**config.mk**
```make
export PLATFORM = sky130hd
export DESIGN_NAME = fir_stream_out_buf_flat
export DESIGN_NICKNAME = d
export VERILOG_FILES = /design/src/rtl/fir_pkg.sv /design/src/rtl/fir_stream_out_buf_if.sv /design/src/rtl/fir_sync_fifo.sv /design/src/rtl/fir_stream_out_buf.sv /design/src/flat_wrapper.sv
export SDC_FILE = /design/constraint.sdc
export NUM_CORES = 1
export LEC_CHECK = 0
export CAP_MARGIN = 20
export CORE_MARGIN = 5
export CORE_UTILIZATION = 60
export DETAILED_ROUTE_END_ITERATION = 12
export DONT_BUFFER_PORTS = 1
export HOLD_SLACK_MARGIN = 0.03
export PLACE_DENSITY_LB_ADDON = 0.3
export SLEW_MARGIN = 20
export SYNTH_ARGS = -nofsm -noshare
export SYNTH_HDL_FRONTEND = slang
export SYNTH_SLANG_ARGS = --single-unit
export TNS_END_PERCENT = 1
```
**constraint.sdc**
```tcl
create_clock -name axis_clk -period 6.2 [get_ports axis_clk]
set_input_delay 0.93 -clock axis_clk [delete_from_list [all_inputs] [get_ports axis_clk]]
set_output_delay 0.93 -clock axis_clk [all_outputs]
set_load 0.01 [all_outputs]
```
**src/rtl/fir_pkg.sv**
```systemverilog
// Shared types and defaults for the FIR output stream buffer.
package fir_pkg;

    localparam int unsigned P_DATA_WIDTH = 32;
    localparam int unsigned P_DEPTH      = 8;
    localparam int unsigned P_CNT_WIDTH  = 32;

    typedef enum logic [1:0] {
        IDLE = 2'd0,
        RUN  = 2'd1,
        DONE = 2'd2
    } state_t;

endpackage

```
**src/rtl/fir_stream_out_buf_if.sv**
```systemverilog
// AXI-Stream style beat channel (valid/ready/data/last) with master/slave views.
interface fir_stream_out_buf_if
    import fir_pkg::*;
#(
    parameter int unsigned DATA_WIDTH = P_DATA_WIDTH
);

    logic                  tvalid;
    logic [DATA_WIDTH-1:0] tdata;
    logic                  tlast;
    logic                  tready;

    modport master (output tvalid, output tdata, output tlast, input tready);
    modport slave  (input tvalid, input tdata, input tlast, output tready);

endinterface

```
**src/rtl/fir_sync_fifo.sv**
```systemverilog
// Single-clock FIFO with occupancy count; head entry is read combinationally.
module fir_sync_fifo
    import fir_pkg::*;
#(
    parameter  int unsigned WIDTH = P_DATA_WIDTH + 1,
    parameter  int unsigned DEPTH = P_DEPTH,
    localparam int unsigned LW    = $clog2(DEPTH) + 1
) (
    input  logic             clk,
    input  logic             rst_n,
    input  logic             flush,
    input  logic             push,
    input  logic             pop,
    input  logic [WIDTH-1:0] wdata,
    output logic [WIDTH-1:0] rdata,
    output logic [LW-1:0]    level,
    output logic             full,
    output logic             empty
);

    localparam int unsigned AW = $clog2(DEPTH);

    logic [WIDTH-1:0] mem [DEPTH];
    logic [AW-1:0]    wr_ptr;
    logic [AW-1:0]    rd_ptr;
    logic             do_push;
    logic             do_pop;

    assign full    = (level == LW'(DEPTH));
    assign empty   = (level == '0);
    assign do_push = push & ~full & ~flush;
    assign do_pop  = pop & ~empty & ~flush;
    assign rdata   = mem[rd_ptr];

    // Pointers wrap naturally since DEPTH is a power of two.
    always_ff @(posedge clk) begin
        if (!rst_n || flush) begin
            wr_ptr <= '0;
            rd_ptr <= '0;
            level  <= '0;
        end else begin
            if (do_push) wr_ptr <= wr_ptr + AW'(1);
            if (do_pop)  rd_ptr <= rd_ptr + AW'(1);
            case ({do_push, do_pop})
                2'b10:   level <= level + LW'(1);
                2'b01:   level <= level - LW'(1);
                default: level <= level;
            endcase
        end
    end

    always_ff @(posedge clk) begin
        if (do_push) mem[wr_ptr] <= wdata;
    end

endmodule

```
**src/rtl/fir_stream_out_buf.sv**
```systemverilog
// FIR output buffer: FIFO between FIR core and consumer, sample counting and done flag.
// Optional FIR_OUT_TLAST_CHECK_EN: tlast generated from data_length and input tlast checked.
module fir_stream_out_buf
    import fir_pkg::*;
#(
    parameter  int unsigned pDATA_WIDTH = P_DATA_WIDTH,
    parameter  int unsigned pDEPTH      = P_DEPTH,
    parameter  int unsigned pCNT_WIDTH  = P_CNT_WIDTH,
    localparam int unsigned LW          = $clog2(pDEPTH) + 1
) (
    input  logic                  axis_clk,
    input  logic                  axis_rst_n,
    input  logic                  start,
    input  logic                  clear,
    input  logic [pCNT_WIDTH-1:0] data_length,
    fir_stream_out_buf_if.slave   ss,
    fir_stream_out_buf_if.master  sm,
    output logic [LW-1:0]         level,
    output logic                  done,
    output logic                  tlast_err
);

    state_t                  state_q;
    state_t                  state_d;
    logic [pCNT_WIDTH-1:0]   in_cnt;
    logic [pCNT_WIDTH-1:0]   out_cnt;
    logic [pDATA_WIDTH:0]    head;
    logic                    store_last;
    logic                    push;
    logic                    pop;
    logic                    full;
    logic                    empty;
    logic                    run;
    logic                    start_ok;
    logic                    len_zero;
    logic                    last_pop;

    assign run      = (state_q == RUN);
    assign start_ok = start & ~clear & (state_q != RUN);
    assign len_zero = (data_length == '0);
    assign push     = ss.tvalid & ss.tready;
    assign pop      = sm.tvalid & sm.tready;
    assign last_pop = run & pop & sm.tlast;

`ifdef FIR_OUT_TLAST_CHECK_EN
    logic [pCNT_WIDTH-1:0] len_q;
    logic                  exp_last;

    assign exp_last   = (in_cnt == len_q - pCNT_WIDTH'(1));
    assign store_last = exp_last;
    // Once the programmed count has been accepted, further beats are refused.
    assign ss.tready  = run & ~full & (in_cnt != len_q);

    always_ff @(posedge axis_clk) begin
        if (!axis_rst_n || clear) begin
            len_q     <= '0;
            tlast_err <= 1'b0;
        end else if (start_ok) begin
            len_q     <= data_length;
            tlast_err <= 1'b0;
        end else if (push && (ss.tlast != exp_last)) begin
            tlast_err <= 1'b1;
        end
    end
`else
    assign store_last = ss.tlast;
    assign ss.tready  = run & ~full;
    assign tlast_err  = 1'b0;
`endif

    fir_sync_fifo #(
        .WIDTH (pDATA_WIDTH + 1),
        .DEPTH (pDEPTH)
    ) u_fifo (
        .clk   (axis_clk),
        .rst_n (axis_rst_n),
        .flush (clear),
        .push  (push),
        .pop   (pop),
        .wdata ({store_last, ss.tdata}),
        .rdata (head),
        .level (level),
        .full  (full),
        .empty (empty)
    );

    // Output is forced to zero while empty so reset/flush presents a clean bus.
    assign sm.tvalid = ~empty;
    assign sm.tdata  = empty ? '0 : head[pDATA_WIDTH-1:0];
    assign sm.tlast  = ~empty & head[pDATA_WIDTH];

    always_ff @(posedge axis_clk) begin
        if (!axis_rst_n) state_q <= IDLE;
        else             state_q <= state_d;
    end

    always_comb begin
        state_d = state_q;
        if (clear) begin
            state_d = IDLE;
        end else begin
            case (state_q)
                IDLE, DONE: if (start) state_d = len_zero ? DONE : RUN;
                RUN:        if (last_pop) state_d = DONE;
                default:    state_d = IDLE;
            endcase
        end
    end

    // Sample counters and sticky done flag.
    always_ff @(posedge axis_clk) begin
        if (!axis_rst_n || clear) begin
            in_cnt  <= '0;
            out_cnt <= '0;
            done    <= 1'b0;
        end else if (start_ok) begin
            in_cnt  <= '0;
            out_cnt <= '0;
            done    <= len_zero;
        end else begin
            if (push)     in_cnt  <= in_cnt + pCNT_WIDTH'(1);
            if (pop)      out_cnt <= out_cnt + pCNT_WIDTH'(1);
            if (last_pop) done    <= 1'b1;
        end
    end

endmodule
```
**src/flat_wrapper.sv**
```systemverilog
// flat-port wrapper written by rule: the top's interface ports become plain ports
module fir_stream_out_buf_flat import fir_pkg::*;
#(
    parameter  int unsigned pDATA_WIDTH = P_DATA_WIDTH,
    parameter  int unsigned pDEPTH      = P_DEPTH,
    parameter  int unsigned pCNT_WIDTH  = P_CNT_WIDTH,
    localparam int unsigned LW          = $clog2(pDEPTH) + 1
)
  (axis_clk, axis_rst_n, start, clear, data_length, level, done, tlast_err, ss_tvalid, ss_tdata, ss_tlast, ss_tready, sm_tvalid, sm_tdata, sm_tlast, sm_tready);
  fir_stream_out_buf_if ss_i ();
  fir_stream_out_buf_if sm_i ();
  input  logic axis_clk;
  input  logic axis_rst_n;
  input  logic start;
  input  logic clear;
  input  logic [pCNT_WIDTH-1:0] data_length;
  output logic [LW-1:0] level;
  output logic done;
  output logic tlast_err;
  input wire logic [$bits(ss_i.tvalid)-1:0] ss_tvalid;
  input wire logic [$bits(ss_i.tdata)-1:0] ss_tdata;
  input wire logic [$bits(ss_i.tlast)-1:0] ss_tlast;
  output wire logic [$bits(ss_i.tready)-1:0] ss_tready;
  output wire logic [$bits(sm_i.tvalid)-1:0] sm_tvalid;
  output wire logic [$bits(sm_i.tdata)-1:0] sm_tdata;
  output wire logic [$bits(sm_i.tlast)-1:0] sm_tlast;
  input wire logic [$bits(sm_i.tready)-1:0] sm_tready;
  assign ss_i.tvalid = ss_tvalid;
  assign ss_i.tdata = ss_tdata;
  assign ss_i.tlast = ss_tlast;
  assign ss_tready = ss_i.tready;
  assign sm_tvalid = sm_i.tvalid;
  assign sm_tdata = sm_i.tdata;
  assign sm_tlast = sm_i.tlast;
  assign sm_i.tready = sm_tready;
  fir_stream_out_buf #(.pDATA_WIDTH(pDATA_WIDTH), .pDEPTH(pDEPTH), .pCNT_WIDTH(pCNT_WIDTH)) u_core (.axis_clk(axis_clk), .axis_rst_n(axis_rst_n), .start(start), .clear(clear), .data_length(data_length), .ss(ss_i), .sm(sm_i), .level(level), .done(done), .tlast_err(tlast_err));
endmodule
```
Yosys cells after proc, flatten, opt, wreduce, memory -nomap -nowiden
Memories as Yosys holds them, arrays and structs flattened. A register that Yosys moved wholly into a read port is not among the register bits.
Index checks and enable logic that the tools add are counted.
- flip-flop bits (word level): 13
- RAM bits: 264
- input bits: 71
- output and inout bits: 41
- memories kept: 1
- memories (memory ; depth ; bits a word ; rd ports ; clocked after Yosys merged registers in ; wr ports ; line ; text):
    u_core.u_fifo.mem ; 8 ; 33 ; 1 ; 1 ; 1 ; fir_sync_fifo.sv:23 ; logic [WIDTH-1:0] mem [DEPTH];
- add/sub/neg operators: 4
- equality and inequality tests: 8
- mux-type cells: 12
- bitwise operators: 16
- reduce and logical (&&, ||, !) cells: 10
- operator list (cell ; count):
    $logic_not A32 Y1 ; 1
    $mux W32 ; 1
    $and A1 B1 Y1 ; 12
    $pmux W4 S2 ; 1
    $add A3 B1 Y3 const B ; 2
    $mux W2 ; 3
    $mux W3 ; 2
    $add A4 B1 Y4 const B ; 1
    $eq A2 B1 Y1 const B ; 2
    $eq A2 B2 Y1 const B ; 2
    $eq A4 B4 Y1 const B ; 1
    $logic_not A4 Y1 ; 1
    $mux W1 ; 4
    $ne A2 B2 Y1 const B ; 2
    $not A1 Y1 ; 4
    $pmux W2 S2 ; 1
    $reduce_bool A2 Y1 ; 2
    $reduce_or A2 Y1 ; 2
    $sub A4 B1 Y4 const B ; 1
    $logic_not A2 Y1 ; 1
    $ne A2 B1 Y1 const B ; 1
    $reduce_and A2 Y1 ; 1
    $logic_not A1 Y1 ; 1
    $logic_or A1 B1 Y1 ; 1

Longest topological paths before layout
- depth after elaboration: 8
- mapped depth: 10
- depth with buffers taken out: 9

Hierarchy
From an unflattened synthesis, not the netlist that was laid out.
- cells, all modules: 531
- area total of the unflattened synthesis: 11089.4 um^2
- modules (own cells, without submodules) (module ; times used ; cells an instance ; area an instance (um^2) ; sequential area each (um^2)):
    fir_sync_fifo ; 1 ; 461 ; 10606.4 ; 8187.9
    fir_stream_out_buf ; 1 ; 70 ; 483.0 ; 60.1

Worst setup path after synthesis
Ideal clock, no wire load.
- path kind: input to register
- start: input port ss_tvalid
- end: memory u_core.u_fifo.mem[0][0] (netlist name), enable pin
- setup time: 464 ps
- data arrival time: 3785 ps
- required time: 5736 ps
- setup slack: 1951 ps
- stages: 4
- cell sequence: nor2b_1 nand3_1 or2_1 nor3_1
- word-level cells in the longest chain between the ends: 5
- ends and longest elaborated chain (element ; line ; text):
    from (decl) ; flat_wrapper.sv:20 ; input wire logic [$bits(ss_i.tvalid)-1:0] ss_tvalid;
    $and A1 B1 Y1 ; fir_stream_out_buf.sv:41 ; assign push = ss.tvalid & ss.tready;
    $and A1 B1 Y1 (2 in a row) ; fir_sync_fifo.sv:31 ; assign do_push = push & ~full & ~flush;
    $mux W1 ; fir_sync_fifo.sv:53 ; if (do_push) mem[wr_ptr] <= wdata;
    $mux W1 (implied by the code) ; fir_sync_fifo.sv:53 ;
    to (decl) ; fir_sync_fifo.sv:23 ;
Every way passes these cells.

==> flow_summary.ini <==
[run_status]
outcome = completed

[power]
leakage_uw = 0.003713
clockPowerShare_pct = 45.4
ir_drop_uv = 244.0
p_seq_share_pct = 54.0
p_comb_share_pct = 0.6
power.density_nw_per_um2 = 314.4
switching_power_uw = 698.8
intPower_uw = 3139
swShare_pct = 18.21

[route]
ant_nets = 0
drc = 0
route.vias.total = 4979
wire_per_inst_um = 25.42
dr.pass1.iters = 5
drt_iter0_markers = 364
vias_per_cell = 6.271
wl_mm = 20.18

[timing]
hold-worst-slack_ns = 0.4928
setup_violations = 0
finalSetupTns_ns = 0
slew-limit-headroom_pct = 42.66
worstMarginPinSlew_ns = 0.8600
period_share_pct = 61.83
slew_viol_final = 0
hold_viol = 0
fmax_ghz = 0.2609
rsz0062_at_grt = no
skew_ns = 0.007141
fin_crit_ns = 3.833

[clocking]
cts_tree = done
hold_buffers = 0
post_cts_buffers = 0
cts-root-buf = clkbuf_16
clk_pin_slew_worst_paths_ns = 0.06
clockBufferDepth = 3
post_cts_resized = 0
cts.htree.levels = 1
clock_latency_ns = 0.53
clock_sinks = 280
cts_buffers = 28

[die]
die_h_um = 144.9
start_util_pct = 60.78
ios = 112
placeableCoreArea_um2 = 17960
die_x_um = 144.9
row_count = 49
die-area_um2 = 20990

[critical_path]
critPathKind = flip-flop to primary output
cp_max_fo = 43
cp_data_arrival_time_ns = 2.90
required_ns = 5.27
startpoint_type = flip-flop
cp-end-kind = primary output

[place]
dpl.hpwl_mm = 11.27
globalplace.congestion = 0.7742
portBuffers = 0
place_inst = 742

[cells_and_area]
syn_to_final_growth_pct = 11.83
fin_nets = 619
instances_no_fill = 794
fin_util_pct = 67.97
drive_gt1_share_pct = 24.96
antennaDiodeCount = 0

[global_routing]
overflow = 0
met1_usage_pct = 27.52
grt_pass1_vias = 5301
top_usage_layer = met2
antenna_found_initial = 0
grt_pass1_wl_mm = 31.19
grt.met2_usage_pct = 33.16
grt_util_all_layers_pct = 20.01
grtUsageMet3_pct = 4.502
grt_max_degree = 44

[logic_synthesis]
yosysSeqAreaShare_pct = 75.54
synth_area_um2 = 10920
synth-async-reset-ratio_pct = 0
synth-seq-cells = 280
avgSynthCellArea_um2 = 20.80
synth_warnings = 0
synth_edf_count = 264
netlist_instances = 525
synth_ff_type = edfxtp_1
yosysUniqueCellTypes = 41
syn_nets = 601

[flow_run]
maxCapViolations = 0

[min_path]
holdCritPathClass = input port to flip-flop
==> registers in the layout, summed over array words and instances, names as in the netlist, named ones only <==
signal,count
u_core.done,1
u_core.u_fifo.wr_ptr,3
u_core.u_fifo.mem,264
u_core.u_fifo.level,4
u_core.u_fifo.rd_ptr,3
u_core.state_q,2
==> layout by cell type, fill, tap and decap left out, drive strengths merged, types with 4 or more instances in the layout <==
master / n
edfxtp: 264
nor4: 9
mux4: 66
o21ai: 4
inv: 4
nand2b: 4
mux2i: 36
nand4: 4
bufinv: 5
nor2: 51
clkbuf: 29
ha: 5
dfxtp: 16
clkinv: 14
nor2b: 4
xor2: 6
buf: 12
==> power groups by stage <==
stage | combinational, uW | clock [uW] | sequential (uW)
after global routing | 26.2 | 1860 | 2070
final | 23.6 | 1740 | 2070
after global placement | 23.4 | 0 | 2110
after floorplan | 19.6 | 0 | 2110
after CTS | 24.0 | 1780 | 2070
after detailed placement | 23.9 | 0 | 2110
==> cell usage after synthesis, types with 2 or more instances <==
| cell type | number | share of area (%) |
|---|---|---|
| a21oi_1 | 3 | 0.14 |
| buf_2 | 8 | 0.37 |
| buf_4 | 8 | 0.55 |
| clkbuf_1 | 8 | 0.28 |
| dfxtp_1 | 16 | 2.9 |
| edfxtp_1 | 264 | 73 |
| ha_1 | 5 | 0.57 |
| inv_1 | 2 | 0.069 |
| mux2i_1 | 36 | 3.3 |
| mux4_2 | 65 | 13 |
| nand2_1 | 2 | 0.069 |
| nand2b_1 | 4 | 0.23 |
| nand3_1 | 2 | 0.092 |
| nand4_1 | 4 | 0.23 |
| nor2_1 | 51 | 1.8 |
| nor2b_1 | 4 | 0.23 |
| nor3_1 | 3 | 0.14 |
| nor3b_1 | 2 | 0.14 |
| nor4_1 | 8 | 0.46 |
| o21ai_0 | 2 | 0.092 |
| o21ai_1 | 2 | 0.092 |
| or3_1 | 2 | 0.11 |
| xor2_1 | 6 | 0.48 |
==> worst paths after layout <==
kind | startpoint | endpoint | slack (ns) | cells past startpoint
worst max-delay path | flip-flop | sm_tdata[3] | 2.37 | 4
worst min-delay path | ss_tdata[4] | u_core.u_fifo.mem[4][4] | 0.49 | 0
worst max register to register | u_core.state_q[0] | u_core.u_fifo.mem[0][27] | 3.30 | 5
worst min register to register | u_core.u_fifo.rd_ptr[2] | flip-flop | 0.51 | 2
==> metal layers <==
layer	part of all wire, %	wire, um
met2	51	10290
met5	0	0
met3	7.5	1516
met1	40	8028
met4	1.7	352
==> final cells by class <==
class | count | area, um^2
flip-flops and latches | 280 | 8254
clock buffers | 29 | 725.7
inverters | 3 | 11.26
well taps | 229 | 286.5
multi-input cells | 218 | 2592
clock inverters | 23 | 249.0
repair buffers | 12 | 90.09
fillers | 1116 | 5754
==> critical path, cell delays in order (launching register included) <==
cell,delay (ns)
dfxtp_4,0.90
buf_4,0.55
mux4_2,0.56
mux2i_1,0.20
nor2_1,0.12
==> kinds of logic (layout without fill, tap and decap cells) <==
group,after synthesis,in the layout,synth area share (%)
other cells,1,1,0.03435
mux,102,102,16.95
buf+inv,27,67,1.295
xor+xnor,7,7,0.5616
fa+ha+maj,5,5,0.5730
simple gates,89,89,4.057
compound gates,14,14,0.9856
flops,280,280,75.54
==> metrics by stage <==
step / instance area [um^2] / total power, uW / worst slack (ns)
detailed placement: 11230 / 2137 / 2.821
floorplan: 10920 / 2133 / 1.951
global route: 12210 / 3962 / 2.026
CTS: 12210 / 3874 / 2.235
global placement: 11230 / 2136 / 2.814
finish: 12210 / 3838 / 2.367
Power figures use the tool's default switching activity.
